--- src/rtl/cba_pkg.sv ---
// Shared helpers for the pipelined carry-bypass adder.
// Geometry functions and the signed-overflow rule.
package cba_pkg;

    function automatic int nstage(
        input int width,
        input int blk,
        input int pipe_blks
    );
        return width / (blk * pipe_blks);
    endfunction

    function automatic int nblk(
        input int width,
        input int blk
    );
        return width / blk;
    endfunction

    function automatic logic ovf_of(
        input logic a_msb,
        input logic bx_msb,
        input logic s_msb
    );
        return (a_msb == bx_msb) && (s_msb != a_msb);
    endfunction

endpackage

--- src/rtl/cba_pipe_adder_if.sv ---
// Operand/result streaming bundle for the pipelined adder.
// Producer-and-consumer side is master, the adder is slave.
interface cba_pipe_adder_if
    import cba_pkg::*;
#(
    parameter int WIDTH = 32,
    parameter int BLK   = 4
) ();
    logic                         in_valid;
    logic                         in_ready;
    logic [WIDTH-1:0]             a;
    logic [WIDTH-1:0]             b;
    logic                         cin;
    logic                         sub;
    logic                         out_valid;
    logic                         out_ready;
    logic [WIDTH-1:0]             sum;
    logic                         cout;
    logic                         ovf;
    logic [nblk(WIDTH, BLK)-1:0]  bypass;

    modport master (
        output in_valid, a, b, cin, sub, out_ready,
        input  in_ready, out_valid, sum, cout, ovf, bypass
    );

    modport slave (
        input  in_valid, a, b, cin, sub, out_ready,
        output in_ready, out_valid, sum, cout, ovf, bypass
    );
endinterface

--- src/rtl/cba_block.sv ---
// One carry-skip block: ripple inside, bypass mux on the carry out.
module cba_block #(
    parameter int BLK = 4
) (
    input  logic [BLK-1:0] a,
    input  logic [BLK-1:0] bx,
    input  logic           cin,
    output logic [BLK-1:0] s,
    output logic           cout,
    output logic           p
);
    logic [BLK-1:0] t;
    logic [BLK:0]   c;

    assign t = a ^ bx;
    assign p = &t;

    always_comb begin
        c    = '0;
        c[0] = cin;
        for (int i = 0; i < BLK; i++) begin
            c[i+1] = (a[i] & bx[i]) | (c[i] & t[i]);
        end
    end

    assign s    = t ^ c[BLK-1:0];
    assign cout = p ? cin : c[BLK];
endmodule

--- src/rtl/cba_pipe_adder.sv ---
// Pipelined carry-bypass adder/subtractor with a global stall enable.
module cba_pipe_adder
    import cba_pkg::*;
#(
    parameter int WIDTH     = 32,
    parameter int BLK       = 4,
    parameter int PIPE_BLKS = 2
) (
    input logic             clk,
    input logic             rst_n,
    cba_pipe_adder_if.slave io
);
    localparam int NSTAGE = nstage(WIDTH, BLK, PIPE_BLKS);
    localparam int NBLK   = nblk(WIDTH, BLK);
    localparam int SW     = BLK * PIPE_BLKS;

    if ((WIDTH % SW) != 0 || BLK < 2) begin : g_bad_cfg
        $error("cba_pipe_adder: bad WIDTH/BLK/PIPE_BLKS");
    end

    typedef struct packed {
        logic             valid;
        logic [WIDTH-1:0] sum_lo;
        logic [WIDTH-1:0] a_hi;
        logic [WIDTH-1:0] bx_hi;
        logic             carry;
        logic [NBLK-1:0]  bypass_lo;
    } stage_t;

    stage_t r   [NSTAGE+1];
    stage_t nxt [NSTAGE];
    stage_t acc;
    logic   en;

    assign en          = !r[NSTAGE].valid || io.out_ready;
    assign io.in_ready = en;

    always_comb begin
        acc       = '0;
        acc.valid = io.in_valid;
        acc.a_hi  = io.a;
        acc.bx_hi = io.sub ? ~io.b : io.b;
        acc.carry = io.sub ? 1'b1 : io.cin;
    end

    // r[k] feeds stage k; r[NSTAGE] is the output register
    for (genvar k = 0; k < NSTAGE; k++) begin : g_stg
        logic [SW-1:0]        s;
        logic [PIPE_BLKS-1:0] p;
        stage_t               nx;

        for (genvar i = 0; i < PIPE_BLKS; i++) begin : g_blk
            localparam int J = k * PIPE_BLKS + i;
            logic ci;
            logic co;

            if (i == 0) begin : g_first
                assign ci = r[k].carry;
            end else begin : g_next
                assign ci = g_blk[i-1].co;
            end

            cba_block #(
                .BLK(BLK)
            ) u_blk (
                .a   (r[k].a_hi[J*BLK +: BLK]),
                .bx  (r[k].bx_hi[J*BLK +: BLK]),
                .cin (ci),
                .s   (s[i*BLK +: BLK]),
                .cout(co),
                .p   (p[i])
            );
        end

        always_comb begin
            nx = r[k];
            nx.sum_lo[k*SW +: SW]                  = s;
            nx.bypass_lo[k*PIPE_BLKS +: PIPE_BLKS] = p;
            nx.carry                               = g_blk[PIPE_BLKS-1].co;
        end

        assign nxt[k] = nx;
    end

    always_ff @(posedge clk) begin
        if (!rst_n) begin
            for (int k = 0; k <= NSTAGE; k++) begin
                r[k] <= '0;
            end
        end else if (en) begin
            r[0] <= acc;
            for (int k = 0; k < NSTAGE; k++) begin
                r[k+1] <= nxt[k];
            end
        end
    end

    assign io.out_valid = r[NSTAGE].valid;
    assign io.sum       = r[NSTAGE].sum_lo;
    assign io.cout      = r[NSTAGE].carry;
    assign io.bypass    = r[NSTAGE].bypass_lo;
    assign io.ovf       = ovf_of(r[NSTAGE].a_hi[WIDTH-1],
                                 r[NSTAGE].bx_hi[WIDTH-1],
                                 r[NSTAGE].sum_lo[WIDTH-1]);
endmodule

--- src/flat_wrapper.sv ---
// flat-port wrapper written by rule: the top's interface ports become plain ports
module cba_pipe_adder_flat import cba_pkg::*;
#(
    parameter int WIDTH     = 32,
    parameter int BLK       = 4,
    parameter int PIPE_BLKS = 2
)
  (clk, rst_n, io_in_valid, io_a, io_b, io_cin, io_sub, io_out_ready, io_in_ready, io_out_valid, io_sum, io_cout, io_ovf, io_bypass);
  cba_pipe_adder_if #(.WIDTH(WIDTH), .BLK(BLK)) io_i ();
  input logic clk;
  input logic rst_n;
  input wire logic [$bits(io_i.in_valid)-1:0] io_in_valid;
  input wire logic [$bits(io_i.a)-1:0] io_a;
  input wire logic [$bits(io_i.b)-1:0] io_b;
  input wire logic [$bits(io_i.cin)-1:0] io_cin;
  input wire logic [$bits(io_i.sub)-1:0] io_sub;
  input wire logic [$bits(io_i.out_ready)-1:0] io_out_ready;
  output wire logic [$bits(io_i.in_ready)-1:0] io_in_ready;
  output wire logic [$bits(io_i.out_valid)-1:0] io_out_valid;
  output wire logic [$bits(io_i.sum)-1:0] io_sum;
  output wire logic [$bits(io_i.cout)-1:0] io_cout;
  output wire logic [$bits(io_i.ovf)-1:0] io_ovf;
  output wire logic [$bits(io_i.bypass)-1:0] io_bypass;
  assign io_i.in_valid = io_in_valid;
  assign io_i.a = io_a;
  assign io_i.b = io_b;
  assign io_i.cin = io_cin;
  assign io_i.sub = io_sub;
  assign io_i.out_ready = io_out_ready;
  assign io_in_ready = io_i.in_ready;
  assign io_out_valid = io_i.out_valid;
  assign io_sum = io_i.sum;
  assign io_cout = io_i.cout;
  assign io_ovf = io_i.ovf;
  assign io_bypass = io_i.bypass;
  cba_pipe_adder #(.WIDTH(WIDTH), .BLK(BLK), .PIPE_BLKS(PIPE_BLKS)) u_core (.clk(clk), .rst_n(rst_n), .io(io_i));
endmodule
--- config.mk ---
export PLATFORM = sky130hd
export DESIGN_NAME = cba_pipe_adder_flat
export DESIGN_NICKNAME = d
export VERILOG_FILES = /design/src/rtl/cba_pkg.sv /design/src/rtl/cba_pipe_adder_if.sv /design/src/rtl/cba_block.sv /design/src/rtl/cba_pipe_adder.sv /design/src/flat_wrapper.sv
export SDC_FILE = /design/constraint.sdc
export NUM_CORES = 1
export LEC_CHECK = 0
export CORE_AREA = 3 3 150 152
export CTS_CLUSTER_DIAMETER = 120
export DETAILED_ROUTE_END_ITERATION = 7
export DIE_AREA = 0 0 153 155
export PLACE_DENSITY = 0.78
export SYNTH_ARGS = -nofsm -noshare
export SYNTH_HDL_FRONTEND = slang
export SYNTH_SLANG_ARGS = --single-unit
--- constraint.sdc ---
create_clock -name clk -period 12.71 [get_ports clk]
set_input_delay 1.271 -clock clk [delete_from_list [all_inputs] [get_ports clk]]
set_output_delay 1.271 -clock clk [all_outputs]
set_load 0.02 [all_outputs]
# Word level (Yosys, flattened, before mapping)
# Memories as Yosys holds them, arrays and structs flattened.
# Cells that the tools add are included.
# Widths: inputs -> output; s select.
op_classes:
  add_sub_neg: 0
  n_mul: 0
  div_mod_pow: 0
  n_lt_le_gt_ge: 0
  n_eq_ne: 2
  shift: 0
  n_mux: 19
  n_bitwise: 118
  n_reduce_logical: 11
ops:
  columns: ["cell", "count"]
  rows:
  - ["$mux 106", 5]
  - ["$and 1x1->1", 64]
  - ["$xor 4x4->4", 16]
  - ["$or 1x1->1", 37]
  - ["$mux 32", 1]
  - ["$not 32->32", 1]
  - ["$reduce_and 4->1", 8]
  - ["$mux 1", 13]
  - ["$eq 1x1->1", 1]
  - ["$logic_and 1x1->1", 1]
  - ["$logic_not 1->1", 1]
  - ["$logic_or 1x1->1", 1]
  - ["$ne 1x1->1", 1]
totals:
  ff_bits: 0
  latchBits: 0
  ramBits: 530
  mem_bits_ro: 0
  word_cells: 151
  n_memories: 1
memory_table:
  columns: ["name", "depth", "word_bits", "read_ports", "rd_ports_with_merged_regs", "write_ports", "line_no", "source"]
  rows:
  - ["u_core.r", 5, 106, 5, 0, 5, "cba_pipe_adder.sv:30", "stage_t r [NSTAGE+1];"]

# Longest topological paths before layout
# Gate-level depths: netlist (run 1).
# An unclocked memory read counts as a cell.
depth:
  word_depth: 21
  mapped_depth: 16
  ltp_nobuf: 16

# Modules after synthesis
# A second synthesis (run 1) with hierarchy kept.
unflattened:
  cells_unflattened: 849
  hier_area_um2: 14142.3
by_module_without_submodules:
  columns: ["mod", "n_inst", "cells_each", "area_each_um2", "seq_area_each_um2"]
  rows:
  - ["cba_pipe_adder", 1, 689, 12630.9, 8167.8]
  - ["cba_block", 8, 20, 188.9, 0.0]

# Worst setup path before layout (run 1)
# Ideal clock, no wire load.
synth_timing:
  path_type: "input to register"
  startpoint: "input port rst_n"
  endpoint: "memory u_core.r[0][105] (netlist name), enable pin"
  setup_time_ps: 2715
  t_arrival_ps: 7451
  path_slack_ps: 2544
  path_stages: 2
  cell_sequence: "clkbuf_1 > nand3b_1"
synth_lines:
  columns: ["item", "line_no", "source"]
  rows:
  - ["start, declared", "flat_wrapper.sv:11", "input logic rst_n;"]
  - ["end, declared", "cba_pipe_adder.sv:30", null]

# Worst setup path after layout (run 1)
layout_timing:
  startpoint: "input port io_out_ready"
  endpoint: "output port io_in_ready"
layout_between:
  elab_chain_cells: 1
layout_rtl:
  columns: ["item", "line_no", "source"]
  rows:
  - ["start, declared", "flat_wrapper.sv:17", "input wire logic [$bits(io_i.out_ready)-1:0] io_out_ready;"]
  - ["$logic_or 1x1->1", "cba_pipe_adder.sv:35", "assign en = !r[NSTAGE].valid || io.out_ready;"]
  - ["end, declared", "flat_wrapper.sv:18", "output wire logic [$bits(io_i.in_ready)-1:0] io_in_ready;"]
# No other way between the ends.

==> run metrics, run 1 <==
WL final 18400 um; Setup TNS 0 ps; Reg2Reg Setup Slack 8630 ps; status completed; RSZ-0062 raised after global routing false; Antenna Cells 0; clk slew on worst S/H paths 60 ps; max-cap violations 0; final hold violation count 0; WL/cell 15.9 um; final setup margin 8180 ps; hold_sp u_core.r[0][397]; WS Path Type in2out; final period utilization 0.357; Final min period 4530 ps; ys flop type edfxtp_1; top-count cell post-synth edfxtp_1; max reg flops 272; top fanout value on the critical path 103; HPWL Detailed 10800 um; Initial Util 0.570; GRT Residual Overflow 0; dominant cell type by area after synthesis edfxtp_1; pwr dens 139 nW/um^2; cell area after synthesis 12100 sq um; Worst EP arrival 3260 ps; Total GRT Usage 0.154; Final Skew 7.53 ps; Synth area leaders edfxtp_1, and3_1, fa_1; Port Buffers 113; Commonest cells post-synth edfxtp_1, and3_1, nor2_1, inv_1, buf_4; worst r2r dst u_core.r[0][528]; Cell variety after synth 21; CTS Buf Count 27; Chip Height 155 um; cts hold-fix bufs 0; share of cells above drive strength 1 0.0588; Hold Path Class reg2reg; Rel. slew slack 0.185; Hold Slack 547 ps; Worst-Skew Late Latency 510 ps; global-route wire length before repair 29700 um; R2R cell count 15; final slew viol count 0; Detailed Routing Iterations Pass 1 5; Clock Sinks 272; leakage power 6.35 nW; Reg2Reg Launch Point u_core.r[0][383]; Area Growth Syn to Fin 14.7%; synth warn 0; worst hold stages 1; FF+latch count, synth 272; post_cts resized 0; Setup crit start kind primary input; fmax 221 MHz; Via Count 5912; htree depth 1; Crit. End Element output pin; GPL Wtd Cong 0.810; Seq/Total Area, Yosys 0.678; synthesized area per cell 14.8 sq um; Core Rows 53; peak supply drop 0.0000849 V; synthesized net count 947; final setup violation count 0; DIE WIDTH 153 um; Largest Register u_core.r; largest net degree at the start of global routing 220; Mapped Cells 813; initial antenna violation count 0; Longest Clk Path Bufs 3; vias per cell 5.10; ys async rst share 0; TritonCTS clock tree yes; Post-CTS Setup Inserts 0; post-synth top area share 0.678; Worst Hold Endpoint u_core.r[0][503]; worst slew pin tran 1220 ps; Nets 998; core area 21200 sq um; EDFF count, synth 272; root buf cell clkbuf_16; initial DRC count 463; WP data required 11440 ps; boundary pin count 114; post-route ant nets 0; Post-Place Worst Slack 8190 ps; top flop regs u_core.r (272); die area 23700 sq um; Post-route DRC 0; number of global-route vias before repair 5793
routing by layer:
layer	vias to the layer above	share of wire	global-route usage
met5	-	0	0
met4	0	0.019	0.0458
met3	21	0.058	0.0287
met2	132	0.49	0.254
met1	2824	0.43	0.212
li1	2935	-	-
cell type report:
cell class	count	area, sq um
Tap cell	275	344
Clock inverter	16	149
Sequential cell	272	8170
Fill cell	1471	7330
Multi-Input combinational cell	393	3090
Timing Repair Buffer	118	1170
Inverter	52	195
Clock buffer	33	698
cell families (layout without fill, tap and decap cells):
kind of cell / Yosys count / in the layout / share of synthesized area
xor+xnor: 32 / 32 / 0.0233
flops: 272 / 272 / 0.678
mux: 4 / 4 / 0.00498
compound gates: 5 / 5 / 0.00374
buf+inv: 148 / 219 / 0.0656
fa+ha+maj: 64 / 64 / 0.0864
simple gates: 288 / 288 / 0.138
layout by cell type (no fill, tap or decap), types with 8 or more instances in the layout:
cell             netlist  layout
and3_1               209     209
ha_1                  32      32
fa_1                  32      32
clkinv_1               0       8
xnor2_1               32      32
clkdlybuf4s50_1        0     111
clkbuf_16              0      27
inv_1                 52      52
nor2_1                61      61
edfxtp_1             272     272
power breakdown:
part | switching [mW] | internal, mW | total (mW) | leakage (nW)
registers | 0.0159 | 1.03 | 1.05 | 3.26
clock network | 0.303 | 0.449 | 0.752 | 0.415
logic | 0.0541 | 0.0593 | 0.113 | 2.68
critical path: stages:
cell,delay (ps)
clkdlybuf4s50_1,470
nand2b_4,670
clkdlybuf4s50_1,810
worst max-delay path by stage:
| stage | startpoint | to | slack (ps) |
|---|---|---|---|
| 3_5_place_dp | io_out_ready | io_in_ready | 8190 |
| 5_1_grt | io_out_ready | io_in_ready | 8050 |
| 2_1_floorplan | rst_n | u_core.r[0][105] | 2540 |
| 4_1_cts | io_out_ready | io_in_ready | 8190 |
| 6_report | io_out_ready | io_in_ready | 8180 |
| 3_3_place_gp | io_out_ready | io_in_ready | 8220 |
metrics by stage:
step	instance area, sq um	power [mW]	utilization	instances
after global placement	13000	1.18	0.613	1110
after floorplan	12100	1.14	-	813
after CTS	13800	1.94	0.653	1159
after global routing	13800	1.99	0.653	1159
final	13800	1.91	0.653	1159
after detailed placement	13000	1.18	0.613	1110
Note: power is estimated with default switching activity, not from simulation.
==> run 2, diff against run 1 <==
==> constraint.sdc (replaced) <==
create_clock -name clk -period 4.7 [get_ports clk]
set_input_delay 0.47 -clock clk [delete_from_list [all_inputs] [get_ports clk]]
set_output_delay 0.47 -clock clk [all_outputs]
set_load 0.02 [all_outputs]
==> run metrics, run 2 (synthesized netlist as in run 1, its figures left out) <==
status completed (unchanged); boundary pin count 114 (unchanged); Core Rows 53 (unchanged); Total GRT Usage 0.156 (was 0.154); Final min period 4060 ps; Longest Clk Path Bufs 3 (unchanged); Post-route DRC 0 (unchanged); Rel. slew slack 0.334 (was 0.185); Cell Area, Placed 13000 sq um (about the same); final period utilization 0.863; peak supply drop 0.000226 V (was 0.0000849 V); Clock Sinks 272 (unchanged); pwr dens 378 nW/um^2 (was 139 nW/um^2); WL final 18800 um (was 18400 um); fin cells 1159 (unchanged); Antenna Cells 0 (unchanged); Inst Count DP 1112 (was 1110); root buf cell clkbuf_16 (unchanged); initial DRC count 549 (was 463); Port Buffers 113 (unchanged); Initial Util 0.570 (unchanged); max-cap violations 0 (unchanged); Chip Height 155 um (unchanged); Hold Path Class reg2reg (unchanged); number of global-route vias before repair 5901 (was 5793); leakage power 6.37 nW (was 6.35 nW); most frequent cells in the layout edfxtp_1, and3_1, clkdlybuf4s50_1 (unchanged); max reg flops 272 (unchanged); Worst EP arrival 4410 ps (was 3260 ps); top fanout value on the critical path 2 (was 103); Hold Slack 545 ps (was 547 ps); commonest non-fill, non-tap cell in the layout edfxtp_1 (unchanged); met2 GRT Util 0.266 (was 0.254); met1 Use GR 0.210 (was 0.212); WL/cell 16.2 um (was 15.9 um); htree depth 1 (unchanged); Pwr Total 5.23 mW (was 1.91 mW); core area 21200 sq um (unchanged); HPWL Detailed 11300 um (was 10800 um); vias per cell 5.16 (was 5.10); met3 Use GR 0.0264 (was 0.0287); post-route ant nets 0 (unchanged); fmax 247 MHz; Final Skew 5.65 ps (was 7.53 ps); cts hold-fix bufs 0 (unchanged); WP data required 5050 ps (was 11440 ps); Final Util 0.655 (was 0.653); Detailed Routing Iterations Pass 1 5 (unchanged); post-layout instance area 13900 sq um (was 13800 sq um); clk slew on worst S/H paths 60 ps (about the same); CTS Buf Count 26 (was 27); TritonCTS clock tree yes (unchanged); share of cells above drive strength 1 0.0611 (was 0.0588); RSZ-0062 raised after global routing false (unchanged); Area Growth Syn to Fin 15.0% (was 14.7%); final slew viol count 0 (unchanged); Post-CTS Setup Inserts 0 (unchanged); area of the multi-input gates 3090 sq um (unchanged); Crit. End Element flop (was output pin); top flop regs u_core.r (272) (unchanged); DIE WIDTH 153 um (unchanged); GPL Wtd Cong 0.790 (was 0.810); Largest Register u_core.r (unchanged); filler cell count 1505 (was 1471); Worst-Skew Late Latency 520 ps (was 510 ps); worst slew pin tran 999 ps (was 1220 ps); WS Path Type reg2reg (was in2out); post_cts resized 0 (unchanged); GRT Residual Overflow 0 (unchanged); global-route wire length before repair 30100 um (was 29700 um); initial antenna violation count 0 (unchanged); final hold violation count 0 (unchanged); largest net degree at the start of global routing 163 (was 220); sequential cell area 8170 sq um (unchanged); Setup crit start kind flop (was primary input); Most Used Layer, Global Route met2 (unchanged); Via Count 5975 (was 5912); Nets 999 (was 998); final setup violation count 0 (unchanged); die area 23700 sq um (unchanged)
run 2: cell types whose count changed in the layout (fill, tap and decap cells not counted):
cell / delta
clkinv_4: -1
clkbuf_1: -2
buf_4: +2
bufinv_16: +1
clkinv_2: -1
clkinvlp_4: +1
run 2: per-stage QoR:
stage,setup slack [ps],setup TNS (ps)
after floorplan,-4550,-1237030
after global placement,816,0
after detailed placement,686,0
after CTS,605,0
after global routing,371,0
final,644,0
run 2: layer usage:
| layer | vias up | share of wire |
|---|---|---|
| met2 | 138 | 0.51 |
| met1 | 2884 | 0.42 |
| met4 | 0 | 0.014 |
| met3 | 19 | 0.054 |
| met5 | - | 0 |
| li1 | 2934 | - |
run 2: final timing paths:
path                                    endpoint  cells past startpoint        startpoint  slack (ps)
worst min-delay path            u_core.r[0][393]                      1  u_core.r[0][287]         540
worst min register to register  u_core.r[0][393]                      1  u_core.r[0][287]         540
worst max register to register  u_core.r[0][300]                     15  u_core.r[0][155]         640
worst max-delay path            u_core.r[0][300]                     15  u_core.r[0][155]         640
run 2: layout make-up:
type                    instances  area share
clock inverters                16      0.0125
well taps                     275      0.0248
inverters                      52      0.0141
repair buffers                120      0.0858
clock buffers                  31      0.0499
multi-input cells             393       0.223
flip-flops and latches        272       0.590
run 2: power by group:
part           leakage (nW)  switching [mW]  total [mW]  internal, mW
clock network         0.418           0.825        2.09          1.26
registers              3.26          0.0433        2.84          2.79
logic                  2.69           0.149       0.311         0.162
total                  6.37            1.02        5.23          4.22
run 2: worst max-delay path: stages (launching register included):
cell and delay, ps:
edfxtp_1 430, fa_1 430, inv_1 90, fa_1 210
fa_1 180, inv_1 60, fa_1 430, mux2_4 300
fa_1 420, inv_1 90, fa_1 160, inv_1 50
fa_1 420, inv_1 90, fa_1 410, nor2_1 120
